--- src/rtl/fifo_21.sv ---
// First-word-fall-through FIFO: the head word sits registered on dout_o with valid_o,
// and a one-cycle rd_en_i pulse pops it.
module fifo_21 #(
    parameter int unsigned WIDTH  = 21,
    parameter int unsigned DEPTH  = 16,
    parameter int unsigned W_ADDR = 4
) (
    input  logic              clk_i,
    input  logic              rst_i,
    input  logic [WIDTH-1:0]  din_i,
    input  logic              wr_en_i,
    input  logic              rd_en_i,
    output logic [WIDTH-1:0]  dout_o,
    output logic              valid_o,
    output logic              full_o,
    output logic              empty_o,
    output logic [W_ADDR:0]   data_count_o
);

    localparam int unsigned CW = W_ADDR + 1;

    logic [WIDTH-1:0]  mem_q [DEPTH];
    logic [W_ADDR-1:0] wr_ptr_q, wr_ptr_d;
    logic [W_ADDR-1:0] rd_ptr_q, rd_ptr_d;
    logic [W_ADDR:0]   count_q, count_d;
    logic [WIDTH-1:0]  dout_q, dout_d;
    logic              valid_q, valid_d;
    logic              full;
    logic              push;
    logic              pop;

    assign full = (count_q == CW'(DEPTH));

    always_comb begin
        pop      = rd_en_i && valid_q;
        push     = wr_en_i && (!full || pop);
        wr_ptr_d = push ? wr_ptr_q + W_ADDR'(1) : wr_ptr_q;
        rd_ptr_d = pop  ? rd_ptr_q + W_ADDR'(1) : rd_ptr_q;
        count_d  = count_q;
        if (push && !pop) begin
            count_d = count_q + CW'(1);
        end else if (pop && !push) begin
            count_d = count_q - CW'(1);
        end
        valid_d = (count_d != '0);
        dout_d  = dout_q;
        // The new head may be the word being written this very cycle.
        if (valid_d) begin
            dout_d = (push && (wr_ptr_q == rd_ptr_d)) ? din_i : mem_q[rd_ptr_d];
        end
    end

    always_ff @(posedge clk_i) begin
        if (rst_i) begin
            wr_ptr_q <= '0;
            rd_ptr_q <= '0;
            count_q  <= '0;
            dout_q   <= '0;
            valid_q  <= 1'b0;
        end else begin
            wr_ptr_q <= wr_ptr_d;
            rd_ptr_q <= rd_ptr_d;
            count_q  <= count_d;
            dout_q   <= dout_d;
            valid_q  <= valid_d;
        end
    end

    // Storage is deliberately left uncleared by reset.
    always_ff @(posedge clk_i) begin
        if (!rst_i && push) begin
            mem_q[wr_ptr_q] <= din_i;
        end
    end

    assign dout_o       = dout_q;
    assign valid_o      = valid_q;
    assign full_o       = full;
    assign empty_o      = !valid_q;
    assign data_count_o = count_q;

endmodule

--- config.mk ---
export PLATFORM = sky130hd
export DESIGN_NAME = fifo_21
export DESIGN_NICKNAME = d
export VERILOG_FILES = /design/src/rtl/fifo_21.sv
export SDC_FILE = /design/constraint.sdc
export NUM_CORES = 1
export LEC_CHECK = 0
export ABC_AREA = 1
export BUFFER_PORTS_ARGS = -buffer_cell sky130_fd_sc_hd__buf_2
export CAP_MARGIN = 20
export CORE_ASPECT_RATIO = 2
export CORE_UTILIZATION = 50
export CTS_BUF_LIST = sky130_fd_sc_hd__clkbuf_8
export CTS_CLUSTER_DIAMETER = 80
export DETAILED_ROUTE_END_ITERATION = 16
export GPL_ROUTABILITY_DRIVEN = 0
export PLACE_DENSITY = 0.67
export SLEW_MARGIN = 20
export SYNTH_ARGS = -nofsm -noshare
export SYNTH_HDL_FRONTEND = slang
export SYNTH_SLANG_ARGS = --single-unit
--- constraint.sdc ---
create_clock -name clk_i -period 4.4 [get_ports clk_i]
set_input_delay 0.88 -clock clk_i [delete_from_list [all_inputs] [get_ports clk_i]]
set_output_delay 0.88 -clock clk_i [all_outputs]
set_load 0.02 [all_outputs]
==> key figures <==
Setup path
  – Crit Path Max Fanout: 57
  – CP dominant cell by count: nor2_1
  – Critical path's top delay family: simple AND/OR/NAND/NOR gates
  – Worst path max stage delay: 0.61 ns
  – CP Capture Type: flop
  – Crit-path slowest cell: dfxtp_1
  – CP Buf/Inv Count: 2
  – Launch point of the worst path: valid_o
  – Crit path DAT: about 3.4 ns
  – Critical Path RT: slightly below 5 ns
  – Reg-to-Reg End: dout_o[12]
  – Cell breakdown of the critical path: nand2_8 -> nand2_4 -> buf_4 -> nand3_1 -> nand2_1 -> nand2_1 -> nor2_1 -> nand3_2 -> buf_4 -> nor2_1 -> nor2_1 -> a21oi_1
  – Reg2reg setup slack: 1.51 ns
  – Startpoint types: flop
  – Worst flop-to-flop path startpoint: valid_o
  – R2R cell count: 12
  – Critical path class: reg -> reg

Logic synthesis
  – Most frequently used flop master after synthesis: edfxtp_1
  – #FFs+latches synth: 371
  – Count leader, synth: nand2_1
  – Synth area leader: edfxtp_1
  – Yosys warnings: 0
  – Top cells by count, synth: 532 x nand2_1, 336 x edfxtp_1, 327 x nand3_1
  – Mapped Avg Cell Area: 10.0 µm²
  – Synth cell types: 28
  – Share of the synthesized area in the top cell type: 0.614
  – Post-synth EDFFs: about 340
  – Cell area after synthesis: between 15000 and 20000 µm²
  – Cells after synthesis: roughly 1600
  – Synth top area cells: edfxtp_1 61%, nand2_1 12%, nand3_1 10%, dfxtp_1 4.3%, inv_1 2.9%
  – Mapped Nets: around 1700
  – Post-synth ARST share: 0
  – Seq/Total Area, Yosys: 0.656

CTS
  – CTS tree: built
  – Worst skew pair latency: 0.59 ns
  – Cts repair resizes: 0
  – CTS buffer count: 49
  – Clock-pin slew on the worst setup and hold paths: around 0.070 ns
  – Setup Fix Bufs, Post-CTS: 0
  – Clock root buffer: clkbuf_8
  – H-tree depth: 2
  – # clock sinks: around 370
  – Max Root-Sink Buffers: 3
  – CTS Hold Bufs: 0

Power and ir drop
  – VDD IR max: 0.000246 V
  – PnR Total Power: 8.18 mW
  – P_leak: 7.45 nW
  – Pwr Density: 452 nW/µm²

Worst hold path
  – Worst Hold Launch: wr_ptr_q[3]
  – HP Class: reg -> reg
  – Hold path cells: 2
  – Hold endpoint: wr_ptr_q[3]

STA
  – Setup-failing EPs final: 0
  – Slew HR: 0.296
  – Final Hold Viols: 0
  – Slew Viols, Final: 0
  – TNS Setup: 0 ns
  – RSZ-0062 raised after global routing: false
  – Tcrit/Tclk final: 0.657
  – Final worst path period need: approximately 2.9 ns
  – Peak Freq: 346 MHz
  – Skew final: 0.0232 ns
  – Least-Margin Pin Slew: 1.05 ns

Route
  – Routed length per instance: 20.6 µm
  – Via count: 12100
  – DRT Pass-1 Iters: 7
  – DRC: 0
  – Routed WL: ~44 mm
  – DRT antenna net count: 0
  – Iter 0 DRT Violations: approximately 1300
  – Post-DR vias/cell: 5.64

Die
  – Die Footprint: 33700 µm²
  – Site Rows: 93
  – Core Area: 32200 µm²
  – Die Wd: 130 µm
  – Initial Util: 0.510
  – Top Ports: 54
  – Die Height: 258 µm

GRT
  – First-pass GRT wire length: 67.1 mm
  – Initial antenna violation count: 1
  – Largest net degree at the start of global routing: 113
  – Global Route Usage Sum: 0.270
  – Total grt overflow: 0
  – Vias in the first global route: 11800

Finish
  – Non-filler cells, final: 2139
  – Area grow syn2layout: 10.1%
  – Share of cells above drive strength 1: 0.106
  – Design Area, Final: 18100 µm²
  – Nets@finish: 1706

Status
  – Status: completed

Flow run
  – Max Cap Violations: 0

Placement
  – Post-DP HPWL: 24.8 mm
  – Placed insts: 2050
  – Buffers on Ports: 53
  – Cell Area, Placed: between 15000 and 20000 µm²
==> area by class of cell <==
| cell class | count | area (µm²) |
|---|---|---|
| Fill cell | 2746 | 14100 |
| Sequential cell | 371 | 10800 |
| Multi-Input combinational cell | 1036 | 4750 |
| Clock buffer | 53 | 729 |
| Timing Repair Buffer | 86 | 567 |
| Tap cell | 427 | 534 |
| Inverter | 130 | 488 |
| Clock inverter | 35 | 248 |
| Antenna cell | 1 | 2.50 |
==> cell families (layout without fill, tap and decap cells) <==
family / after synthesis / count (layout) / share of synthesized area
adder cells (fa/ha/maj): 7 / 7 / 0.00533
AND/OR/NAND/NOR: 995 / 995 / 0.267
buffers and inverters: 233 / 304 / 0.0607
flip-flops: 371 / 371 / 0.656
other: 0 / 1 / 0
AO/OA/AOI/OAI: 31 / 31 / 0.00943
XOR/XNOR: 3 / 3 / 0.00160
==> layout by cell type, fill, tap and decap left out <==
cell type,count
nand2_1,532
edfxtp_1,336
nand3_1,327
inv_1,143
nor2_1,59
clkbuf_8,53
buf_2,53
dfxtp_1,35
buf_4,28
a21oi_1,26
nand4_1,25
nand3b_1,22
clkinv_1,10
nor2_4,8
nor3_2,8
ha_1,7
nor2_2,5
clkinv_2,5
o21ai_0,4
bufinv_16,4
buf_12,4
nand3_2,3
xor2_1,3
inv_2,2
nand2_2,2
nand2_4,2
diode_2,1
nand2_8,1
nand3_4,1
o21ai_1,1
inv_6,1
buf_6,1
==> through the flow <==
stage	hold WS (ns)	utilization	setup WS, ns
final	0.574	0.562	1.51
after CTS	0.569	0.562	1.47
after detailed placement	0.557	0.531	1.00
after global placement	0.552	0.531	1.01
after global routing	0.609	0.562	1.22
after floorplan	0.502	-	0.973
==> registers in the layout (all words and copies together), names as in the netlist <==
name and cells:
wr_ptr_q 4, rd_ptr_q 4, mem_q 336, data_count_o 5, dout_o 21, valid_o 1
==> worst register-to-register path, delay by kind of cell (launching register included) <==
kind | cells | cell delay (ns)
buffers and inverters | 2 | 0.89
flip-flops | 1 | 0.61
AO/OA/AOI/OAI | 1 | 0.15
AND/OR/NAND/NOR | 9 | 1.17
==> worst max path at each step <==
stage | to | cells after the start
detailed placement | dout_o[14] | 13
finish | dout_o[12] | 12
CTS | dout_o[14] | 12
global route | dout_o[12] | 12
global placement | mem_q[0][12] | 7
floorplan | mem_q[5][0] | 7
==> per-layer routing <==
metal	wire length, µm	track usage
met1	15900	0.313
met2	22800	0.470
met3	2820	0.0380
met4	2470	0.157
met5	0	0
==> report_power, final <==
group          switching, mW  total (mW)  internal (mW)  leakage (nW)
clock network           1.27        2.61           1.35         0.561
registers             0.0910        4.03           3.94          3.32
logic                   1.10        1.54          0.445          3.57
total                   2.46        8.18           5.73          7.45
No activity file was read; power rests on OpenSTA's default activity.
